--- config.mk ---
export PLATFORM = sky130hd
export DESIGN_NAME = control_execute_unit_flat
export DESIGN_NICKNAME = d
export VERILOG_FILES = /design/src/rtl/control_execute_unit_pkg.sv /design/src/rtl/control_execute_unit_if.sv /design/src/rtl/control_execute_unit_alu8.sv /design/src/rtl/control_execute_unit.sv /design/src/flat_wrapper.sv
export SDC_FILE = /design/constraint.sdc
export NUM_CORES = 1
export LEC_CHECK = 0
export CAP_MARGIN = 15
export CORE_AREA = 4 4 107 109
export DETAILED_ROUTE_END_ITERATION = 10
export DIE_AREA = 0 0 111 113
export PLACE_DENSITY = 0.74
export SYNTH_ARGS = -nofsm -noshare
export SYNTH_HDL_FRONTEND = slang
export SYNTH_SLANG_ARGS = --single-unit
--- constraint.sdc ---
create_clock -name clk -period 2.77 [get_ports clk]
set_input_delay 0.554 -clock clk [delete_from_list [all_inputs] [get_ports clk]]
set_output_delay 0.554 -clock clk [all_outputs]
set_load 0.02 [all_outputs]
--- src/rtl/control_execute_unit_pkg.sv ---
// State codes, opcode/funct constants and ALU op encoding
// shared by the control/execute unit and its ALU.
package control_execute_unit_pkg;

  localparam logic [2:0] STATE_FETCH  = 3'd0;
  localparam logic [2:0] STATE_DECODE = 3'd1;
  localparam logic [2:0] STATE_RF     = 3'd2;
  localparam logic [2:0] STATE_EX     = 3'd3;
  localparam logic [2:0] STATE_WB     = 3'd4;
  localparam logic [2:0] STATE_OUTPUT = 3'd5;
  localparam logic [2:0] STATE_HALT   = 3'd6;

  localparam logic [5:0] OP_RTYPE = 6'h00;
  localparam logic [5:0] OP_ADDI  = 6'h08;
  localparam logic [5:0] OP_ORI   = 6'h0D;

  localparam logic [5:0] FN_SLL = 6'h00;
  localparam logic [5:0] FN_SRL = 6'h02;
  localparam logic [5:0] FN_ADD = 6'h20;
  localparam logic [5:0] FN_SUB = 6'h22;
  localparam logic [5:0] FN_AND = 6'h24;
  localparam logic [5:0] FN_OR  = 6'h25;
  localparam logic [5:0] FN_SLT = 6'h2A;

  typedef enum logic [2:0] {
    ALU_ADD,
    ALU_SUB,
    ALU_AND,
    ALU_OR,
    ALU_SLT,
    ALU_SLL,
    ALU_SRL
  } alu_op_t;

endpackage

--- src/rtl/control_execute_unit_if.sv ---
// Instruction fetch request/valid bus between the control unit
// and instruction memory.
interface control_execute_unit_if #(
  parameter int PC_W = 8
);
  logic            imem_req;
  logic [PC_W-1:0] imem_addr;
  logic            imem_valid;
  logic [31:0]     imem_data;

  modport master (
    output imem_req,
    output imem_addr,
    input  imem_valid,
    input  imem_data
  );

  modport slave (
    input  imem_req,
    input  imem_addr,
    output imem_valid,
    output imem_data
  );
endinterface

--- src/rtl/control_execute_unit_alu8.sv ---
// Combinational 8-bit ALU; shifts operate on b by shamt,
// any shift of 8 or more yields zero.
module control_execute_unit_alu8
  import control_execute_unit_pkg::*;
(
  input  alu_op_t    op,
  input  logic [7:0] a,
  input  logic [7:0] b,
  input  logic [4:0] shamt,
  output logic [7:0] y
);

  always_comb begin
    y = '0;
    unique case (op)
      ALU_ADD: y = a + b;
      ALU_SUB: y = a - b;
      ALU_AND: y = a & b;
      ALU_OR:  y = a | b;
      ALU_SLT: y = {7'd0, $signed(a) < $signed(b)};
      ALU_SLL: y = (shamt > 5'd7) ? '0 : b << shamt[2:0];
      ALU_SRL: y = (shamt > 5'd7) ? '0 : b >> shamt[2:0];
      default: y = '0;
    endcase
  end

endmodule

--- src/rtl/control_execute_unit.sv ---
// Multi-cycle control/execute unit: fetch, decode, ALU, PC.
// Define SHIFT_OPS_EN to add SLL/SRL support.
module control_execute_unit
  import control_execute_unit_pkg::*;
#(
  parameter int          PC_W        = 8,
  parameter logic [5:0]  HALT_OPCODE = 6'h3F
) (
  input  logic                 clk,
  input  logic                 rst_n,
  control_execute_unit_if.master imem,
  output logic [2:0]           state,
  output logic [4:0]           rs,
  output logic [4:0]           rt,
  output logic [4:0]           rd,
  output logic                 instruction_invalid,
  input  logic [7:0]           rsv,
  input  logic [7:0]           rtv,
  output logic [7:0]           result,
  input  logic                 done,
  output logic [PC_W-1:0]      pc
);

  logic        req_q;
  logic [31:0] ir;
  alu_op_t     op_q;
  logic        use_imm_q;

  alu_op_t     dec_op;
  logic        dec_imm;
  logic        dec_inv;
  logic        dec_halt;
  logic [4:0]  dec_rd;
  logic [5:0]  opc;
  logic [5:0]  fn;
  logic [7:0]  alu_b;
  logic [7:0]  alu_y;

  assign imem.imem_req  = req_q;
  assign imem.imem_addr = pc;

  assign opc = ir[31:26];
  assign fn  = ir[5:0];

  always_comb begin
    dec_op   = ALU_ADD;
    dec_imm  = 1'b0;
    dec_inv  = 1'b1;
    dec_halt = 1'b0;
    dec_rd   = ir[15:11];
    unique case (1'b1)
      (opc == OP_RTYPE && fn == FN_ADD): begin
        dec_op  = ALU_ADD;
        dec_inv = 1'b0;
      end
      (opc == OP_RTYPE && fn == FN_SUB): begin
        dec_op  = ALU_SUB;
        dec_inv = 1'b0;
      end
      (opc == OP_RTYPE && fn == FN_AND): begin
        dec_op  = ALU_AND;
        dec_inv = 1'b0;
      end
      (opc == OP_RTYPE && fn == FN_OR): begin
        dec_op  = ALU_OR;
        dec_inv = 1'b0;
      end
      (opc == OP_RTYPE && fn == FN_SLT): begin
        dec_op  = ALU_SLT;
        dec_inv = 1'b0;
      end
`ifdef SHIFT_OPS_EN
      (opc == OP_RTYPE && fn == FN_SLL): begin
        dec_op  = ALU_SLL;
        dec_inv = 1'b0;
      end
      (opc == OP_RTYPE && fn == FN_SRL): begin
        dec_op  = ALU_SRL;
        dec_inv = 1'b0;
      end
`endif
      (opc == OP_ADDI): begin
        dec_op  = ALU_ADD;
        dec_imm = 1'b1;
        dec_inv = 1'b0;
        dec_rd  = ir[20:16];
      end
      (opc == OP_ORI): begin
        dec_op  = ALU_OR;
        dec_imm = 1'b1;
        dec_inv = 1'b0;
        dec_rd  = ir[20:16];
      end
      (opc == HALT_OPCODE): begin
        dec_inv  = 1'b0;
        dec_halt = 1'b1;
      end
      default: ;
    endcase
  end

  // Immediate and shamt come straight from the held instruction word
  assign alu_b = use_imm_q ? ir[7:0] : rtv;

  control_execute_unit_alu8 u_alu (
    .op    (op_q),
    .a     (rsv),
    .b     (alu_b),
    .shamt (ir[10:6]),
    .y     (alu_y)
  );

  always_ff @(posedge clk) begin
    if (!rst_n) begin
      state               <= STATE_FETCH;
      pc                  <= '0;
      req_q               <= 1'b0;
      ir                  <= '0;
      rs                  <= '0;
      rt                  <= '0;
      rd                  <= '0;
      instruction_invalid <= 1'b0;
      result              <= '0;
      op_q                <= ALU_ADD;
      use_imm_q           <= 1'b0;
    end else begin
      unique case (state)
        STATE_FETCH: begin
          if (req_q && imem.imem_valid) begin
            ir    <= imem.imem_data;
            req_q <= 1'b0;
            state <= STATE_DECODE;
          end else begin
            req_q <= 1'b1;
          end
        end
        STATE_DECODE: begin
          rs                  <= ir[25:21];
          rt                  <= ir[20:16];
          rd                  <= dec_rd;
          instruction_invalid <= dec_inv;
          op_q                <= dec_op;
          use_imm_q           <= dec_imm;
          state <= dec_halt ? STATE_OUTPUT : STATE_RF;
        end
        STATE_RF: state <= STATE_EX;
        STATE_EX: begin
          result <= instruction_invalid ? '0 : alu_y;
          state  <= STATE_WB;
        end
        STATE_WB: begin
          pc    <= pc + PC_W'(1);
          req_q <= 1'b1;
          state <= STATE_FETCH;
        end
        STATE_OUTPUT: begin
          if (done) state <= STATE_HALT;
        end
        STATE_HALT: state <= STATE_HALT;
        default: state <= STATE_FETCH;
      endcase
    end
  end

endmodule

--- src/flat_wrapper.sv ---
// flat-port wrapper written by rule: the top's interface ports become plain ports
module control_execute_unit_flat import control_execute_unit_pkg::*;
#(
  parameter int          PC_W        = 8,
  parameter logic [5:0]  HALT_OPCODE = 6'h3F
)
  (clk, rst_n, state, rs, rt, rd, instruction_invalid, rsv, rtv, result, done, pc, imem_imem_req, imem_imem_addr, imem_imem_valid, imem_imem_data);
  control_execute_unit_if #(.PC_W(PC_W)) imem_i ();
  input  logic clk;
  input  logic rst_n;
  output logic [2:0] state;
  output logic [4:0] rs;
  output logic [4:0] rt;
  output logic [4:0] rd;
  output logic instruction_invalid;
  input  logic [7:0] rsv;
  input  logic [7:0] rtv;
  output logic [7:0] result;
  input  logic done;
  output logic [PC_W-1:0] pc;
  output wire logic [$bits(imem_i.imem_req)-1:0] imem_imem_req;
  output wire logic [$bits(imem_i.imem_addr)-1:0] imem_imem_addr;
  input wire logic [$bits(imem_i.imem_valid)-1:0] imem_imem_valid;
  input wire logic [$bits(imem_i.imem_data)-1:0] imem_imem_data;
  assign imem_imem_req = imem_i.imem_req;
  assign imem_imem_addr = imem_i.imem_addr;
  assign imem_i.imem_valid = imem_imem_valid;
  assign imem_i.imem_data = imem_imem_data;
  control_execute_unit #(.PC_W(PC_W), .HALT_OPCODE(HALT_OPCODE)) u_core (.clk(clk), .rst_n(rst_n), .imem(imem_i), .state(state), .rs(rs), .rt(rt), .rd(rd), .instruction_invalid(instruction_invalid), .rsv(rsv), .rtv(rtv), .result(result), .done(done), .pc(pc));
endmodule
==> results of run 1 <==
-- cell families (layout without fill, tap and decap cells) --
logic type / count (synthesis) / after routing
compound gates: 149 / 149
xor+xnor: 13 / 13
fa+ha+maj: 31 / 31
buf+inv: 71 / 194
flops: 72 / 72
mux: 33 / 33
simple gates: 220 / 220
-- flip-flops by register name, indices dropped and copies added (netlist names) --
register and count:
u_core.ir 32, u_core.rs 5, u_core.instruction_invalid 1, u_core.state 3, u_core.use_imm_q 1, u_core.rt 5, u_core.op_q 3, u_core.imem.imem_req 1
u_core.imem.imem_addr 8, u_core.rd 5, u_core.result 8
-- worst max path at each step --
stage	start	to	depth (start not counted)
after CTS	u_core.use_imm_q	u_core.result[5]	8
after detailed placement	rtv[0]	u_core.result[0]	12
after floorplan	u_core.use_imm_q	u_core.result[4]	12
after global placement	rtv[0]	u_core.result[4]	11
final	rtv[0]	u_core.result[4]	11
after global routing	u_core.use_imm_q	u_core.result[5]	10
-- Yosys cell counts, drive strengths merged, types with 4 or more instances --
master and count:
clkbuf 27, o211a 7, inv 24, o22ai 4, mux4 7, a21oi 26
o21ai 21, nor2 41, a21boi 40, a311oi 5, a211oi 12, nor2b 7
dfxtp 72, nand2b 11, nand3 10, xor2 8, nand4 5, or3 4
nand2 114, a221oi 4, mux2i 23, nand3b 5, buf 18, xnor2 5
a21o 4, nor3 9, ha 29
-- what timing repair did --
item / CTS / global route
buffers inserted: 0 / 0
endpoints found under the setup margin: 0 / 5
endpoints found under the hold margin: 0 / 0
gates resized for setup: 0 / 10
-- per-layer routing --
layer | part of all wire | up-vias | wire [um]
li1 | - | 2282 | -
met5 | 0 | - | 0
met3 | 0.057 | 15 | 793
met2 | 0.48 | 132 | 6650
met4 | 0.015 | 0 | 211
met1 | 0.45 | 2164 | 6150
-- worst max-delay path, stage by stage --
cell and delay [ns]:
clkdlybuf4s50_1 0.44, mux2i_2 0.23, inv_2 0.08, ha_1 0.22
fa_2 0.35, a21o_1 0.17, a21oi_2 0.16, xor2_1 0.09
a211oi_1 0.22, o21ai_0 0.12, o221a_2 0.25
-- power by group --
group          internal [W]  switching (W)  leakage [nW]
Combinational      0.000566       0.000688          1.80
Sequential          0.00115       0.000134         0.585
Clock              0.000509       0.000407         0.110
Total               0.00222        0.00123          2.49
-- through the flow --
| step | setup TNS [ns] | area [sq um] | setup slack, ns | hold WS [ns] |
|---|---|---|---|---|
| 2_1_floorplan | 0 | 4800 | 0.196 | 0.432 |
| 3_3_place_gp | -1.33 | 6130 | -0.275 | 0.439 |
| 3_5_place_dp | -1.70 | 6130 | -0.321 | 0.456 |
| 4_1_cts | 0 | 6350 | 0.0272 | 0.459 |
| 5_1_grt | 0 | 6380 | 0.00812 | 0.485 |
| 6_report | 0 | 6380 | 0.124 | 0.459 |
-- cell type report --
cell class,count,area [sq um],share of cell area
Clock buffer,9,124,0.0194
Clock inverter,7,95.1,0.0149
Inverter,26,97.6,0.0153
Multi-Input combinational cell,446,3070,0.481
Sequential cell,72,1440,0.226
Tap cell,140,175,0.0275
Timing Repair Buffer,152,1380,0.216
==> run metrics, run 1 <==
outcome=finished, final reports clean; Final ANT Viol Nets=0; dpl hpwl=approximately 11 mm; GRT Resource Usage Total=0.221; Initial DRT Pass Iterations=4; Post-synth EDFFs=0; worst reg2reg path depth=9; Worst Hold Class=reg2reg; largest area contributor in the netlist=dfxtp_1; initial antenna violation count=0; post-synthesis compound-gate area fraction=0.221; xor and xnor area share after synthesis=0.0237; Core ar.=10600 sq um; Clock Skews=0.00967 ns; clock sinks=72; Vias/cell=5.39; GPL Wtd Cong=0.920; Post-Syn Area per Cell=8.14 sq um; final hold vios=0; # fillers=961; final wirelength=approximately 14 mm; Finished Core Util=0.602; most used routing layer=met2; clk buf depth=2; critical path class=in2reg; setup slack, reg-to-reg=0.20 ns; routed vias=4593; routed len/inst=approximately 16 um; clock slew at reported path FFs=approximately 0.08 ns; Area contributors post-synth=dfxtp_1 (30%), nand2_1 (8.9%), ha_1 (7.6%); crit-path max FO=3; Net Count, Synth=between 600 and 700; I/O Pins=96; gr ovfl total=0; total CTS buffers=9; hold_buf cts=0; Final Critical Period=roughly 2.6 ns; LEAKAGE=~2.5 nW; Die W=about 110 um; multiplexer area fraction after synthesis=0.0944; Adder-Cell Fraction of Synth Area=0.0840; layout cells sized above 1=0.150; Reg2Reg Launch Point=u_core.use_imm_q; total power=0.00345 W; Finish-stage setup viols=0; reg-to-reg critical path endpoint=u_core.result[7]; pwr/cell area=541 nW/um^2; Ys Warns=0; PortBufs=95; Max Cap Viol=0; DR DRC count=0; antenna cells=0; Area Growth Syn to Fin=33.0%; Hold Path Sink=u_core.rs[2]; flops & latches, synth=72; cells after synthesis=a little under 600; WP data arrival=about 2.9 ns; slew margin rel.=0.542; clock latency at the later pin of the worst-skew pair=0.33 ns; placed cells=836; first-pass GRT wire length=between 20 and 25 mm; Yosys cell types=between 60 and 70; CP Launch Type=primary input; M2 GR Usage=0.369; 1st-iter DRT viols=256; most frequent cells in the layout=nand2_1 (114), clkdlybuf4s50_1 (95), dfxtp_1 (71), buf_4 (57), nor2_1 (41); register area share after synthesis=0.301; Initial Util=0.452; worst vdd ir=0.000342 V; die area=12500 sq um; max-slew violations=0; DIE HEIGHT=113 um; clock root buffer=clkbuf_8; area of the mapped netlist=4800 sq um; Req. time, crit path=3.00 ns; WHS Path Cells=2; hold path start=u_core.ir[23]; largest net degree at the start of global routing=34; fmax=approximately 380 MHz; commonest non-fill, non-tap cell in the layout=nand2_1; Simple-Gate Fraction of Synth Area=0.208; met3 GRT Util=0.0508; cell row count=38; CP Capture Type=register; fin crit share=0.955; CTS tree=built; combinational family with the most area after synthesis=compound AO/OA/AOI/OAI gates; Finished Layout Cells=852; RSZ-0062 raised after global routing=false; grt met1 use=0.285; vias in the first global route=4647; post-synth top area share=0.301; asr flop ratio synth=0; ys flop type=dfxtp_1; CTS H-tree lvls=3; nets@finish=790; worst-margin pin slew=0.681 ns
Note: power is estimated with default switching activity, not from simulation.
==> inputs of run 2 (changes only) <==
- ABC_AREA: not set -> 1
- CORE_AREA: 4 4 107 109 -> 4 4 105 107
- CTS_CLUSTER_SIZE: not set -> 30
- DIE_AREA: 0 0 111 113 -> 0 0 109 111
- PLACE_DENSITY: 0.74 -> 0.75
==> run metrics, run 2 <==
reg-to-reg critical path endpoint=u_core.result[4]; Net Count, Synth=between 700 and 800; Final Critical Period=2.60 ns; Finished Core Util=0.599; NetSw=0.00112 W; worst-margin pin slew=0.661 ns; asr flop ratio synth=0; combinational power share=0.336; total power=around 0.003 W; register area share after synthesis=0.312; routed len/inst=14.7 um; total CTS buffers=9; area of the mapped netlist=4620 sq um; Register Area=1440 sq um; 1st-iter DRT viols=402; largest area contributor in the netlist=dfxtp_1; antenna cells=0; dpl hpwl=between 10 and 15 mm; vias in the first global route=around 4800; clock latency at the later pin of the worst-skew pair=0.36 ns; Yosys cell types=40; hold_ws=0.456 ns; gr ovfl total=0; worst stage delay on the critical path=0.40 ns; pwr/cell area=492 nW/um^2; Pint=0.00187 W; Vias/cell=5.13; final hold vios=0; setup ws final=between 0.15 and 0.2 ns; CP bufs+invs=4; Clock Skews=0.0132 ns; critical path class=in2reg; first-pass GRT wire length=22.8 mm; CTS tree=built; ys flop type=dfxtp_1; critical path's top delay family=buffers and inverters; clock root buffer=clkbuf_8; WP data arrival=2.88 ns; Ys Warns=0; Finish-stage setup viols=0; DIE HEIGHT=111 um; layout cells sized above 1=0.0906; clock slew at reported path FFs=0.09 ns; fmax=385 MHz; CP Launch Type=primary input; GRT Resource Usage Total=0.234; Die W=109 um; final wirelength=approximately 14 mm; number of flip-flops under the largest register name=32; Post-Syn Area per Cell=6.53 sq um; Core ar.=a little over 10000 sq um; PortBufs=between 90 and 100; GPL Wtd Cong=1.03; Reg with most FFs=u_core.ir; Final ANT Viol Nets=0; Area contributors post-synth=dfxtp_1 (31%), nand2_1 (13%), a21oi_1 (9.1%); crit path cell chain=clkdlybuf4s50_1 -> inv_1 -> nand2_1 -> nand2_1 -> inv_1 -> ha_1 -> fa_1 -> buf_4 -> nand3_1 -> nand2_1 -> nand2_1 -> nand2_1 -> o21ai_1 -> a21oi_1 -> nand2_1 -> nand2_1 -> a21oi_1; I/O Pins=96; DR DRC count=0; clock share of power=0.269; Max Cap Viol=0; Worst path slowest cell=clkdlybuf4s50_1; clock sinks=72; setup slack, reg-to-reg=between 0.2 and 0.3 ns; # fillers=around 950; top cells by count, synth=nand2_1 (157), inv_1 (94), a21oi_1 (84); routed vias=4949; cells after synthesis=708; Finished Layout Cells=964; slew margin rel.=0.557; Seq pwr share=0.395; switching portion of total power=0.373; Reg2Reg Launch Point=u_core.use_imm_q; placed cells=948; Hold Path Sink=u_core.rs[2]; worst reg2reg path depth=15; RSZ-0062 raised after global routing=false; Initial Util=0.456; fin crit share=0.937; Worst Hold Class=reg2reg; Post-synth EDFFs=0; Req. time, crit path=3.06 ns; largest net degree at the start of global routing=58; max-slew violations=0; die area=12100 sq um; hold path start=u_core.ir[23]; most frequent CP cell=nand2_1; top-count cell post-synth=nand2_1; WHS Path Cells=2; Initial DRT Pass Iterations=5; clk buf depth=2; Multi-input gate area=2620 sq um; Area Growth Syn to Fin=31.4%; CTS H-tree lvls=3; most frequent cells in the layout=nand2_1 (157), clkdlybuf4s50_1 (95), inv_1 (94), a21oi_1 (84), dfxtp_1 (71); post-synth top area share=0.312; commonest non-fill, non-tap cell in the layout=nand2_1; initial antenna violation count=0; worst vdd ir=~0.0003 V; outcome=finished, final reports clean; nets@finish=roughly 910; Placement Setup Slack=-0.216 ns; flops & latches, synth=72; CP Capture Type=register; LEAKAGE=2.69 nW; cell row count=37; crit-path max FO=3
## run 2: cell count changes after synthesis, moves of 7 or more
| cell | before | now |
|---|---|---|
| nand3_1 | 10 | 50 |
| xor2_1 | 8 | 1 |
| a21oi_1 | 26 | 84 |
| inv_1 | 19 | 94 |
| mux2i_1 | 18 | 0 |
| nand2_1 | 114 | 157 |
| nor2b_1 | 7 | 0 |
| clkbuf_1 | 27 | 15 |
| o21ai_0 | 19 | 57 |
| a21boi_0 | 40 | 1 |
| mux4_2 | 7 | 0 |
| nand2b_1 | 10 | 0 |
| a211oi_1 | 11 | 1 |
| nor2_1 | 41 | 69 |
## run 2: cells by family after synthesis
| logic type | Yosys count | share of synthesized area |
|---|---|---|
| AO/OA/AOI/OAI | 161 | 0.185 |
| flip-flops | 72 | 0.312 |
| buffers and inverters | 134 | 0.121 |
| adder cells (fa/ha/maj) | 31 | 0.0871 |
| AND/OR/NAND/NOR | 308 | 0.291 |
| XOR/XNOR | 2 | 0.00379 |
## run 2: per-layer routing
metal  GRT usage  routed length [um]
met3      0.0361                 628
met2       0.395                6960
met1       0.305                6240
met4      0.0690                 310
met5           0                   0
## run 2: worst max-delay path by stage
stage / cells after the start / slack (ns) / start / endpoint
2_1_floorplan: 13 / 0.46 / rtv[0] / u_core.result[2]
3_3_place_gp: 17 / -0.23 / rtv[0] / u_core.result[4]
3_5_place_dp: 17 / -0.22 / rtv[0] / u_core.result[4]
4_1_cts: 15 / 0.03 / u_core.use_imm_q / u_core.result[4]
5_1_grt: 15 / 0.003 / rtv[4] / u_core.result[5]
6_report: 17 / 0.17 / rtv[0] / u_core.result[4]
## run 2: area by class of cell
class                           instances  share of cell area
Tap cell                              136              0.0280
Inverter                              102              0.0630
Clock inverter                          7             0.00989
Multi-Input combinational cell        502               0.432
Timing Repair Buffer                  136               0.209
Clock buffer                            9              0.0204
Sequential cell                        72               0.238
## run 2: power by group through the flow
stage	clock, W	combinational, W	sequential, W
2_1_floorplan	0	0.000591	0.00119
3_3_place_gp	0	0.000986	0.00120
5_1_grt	0.000860	0.00112	0.00119
4_1_cts	0.000819	0.000996	0.00118
3_5_place_dp	0	0.000991	0.00120
6_report	0.000805	0.00100	0.00118
## run 2: worst min-delay path: cells and delay by family, from the launching register on
kind / cells / cell delay (ns)
compound gates: 1 / 0.05
buf+inv: 1 / 0.06
flops: 1 / 0.30
## run 2: repair_timing
item | CTS | global route
gates resized for setup | 0 | 2
buffers inserted | 0 | 0
setup endpoints to repair | 0 | 5
hold buffers | 0 | 0
## run 2: metrics by stage
step	TNS [ns]	cell area, sq um
floorplan	0	4620
global placement	-0.684	5890
detailed placement	-0.733	5890
CTS	0	6070
global route	0	6070
finish	0	6070
==> inputs of run 3 (changes only) <==
- CAP_MARGIN: 15 -> 10
- CTS_CLUSTER_DIAMETER: not set -> 30
==> results of run 3 <==
Same layout as run 2: the final DEF is identical, and so are final timing and power.
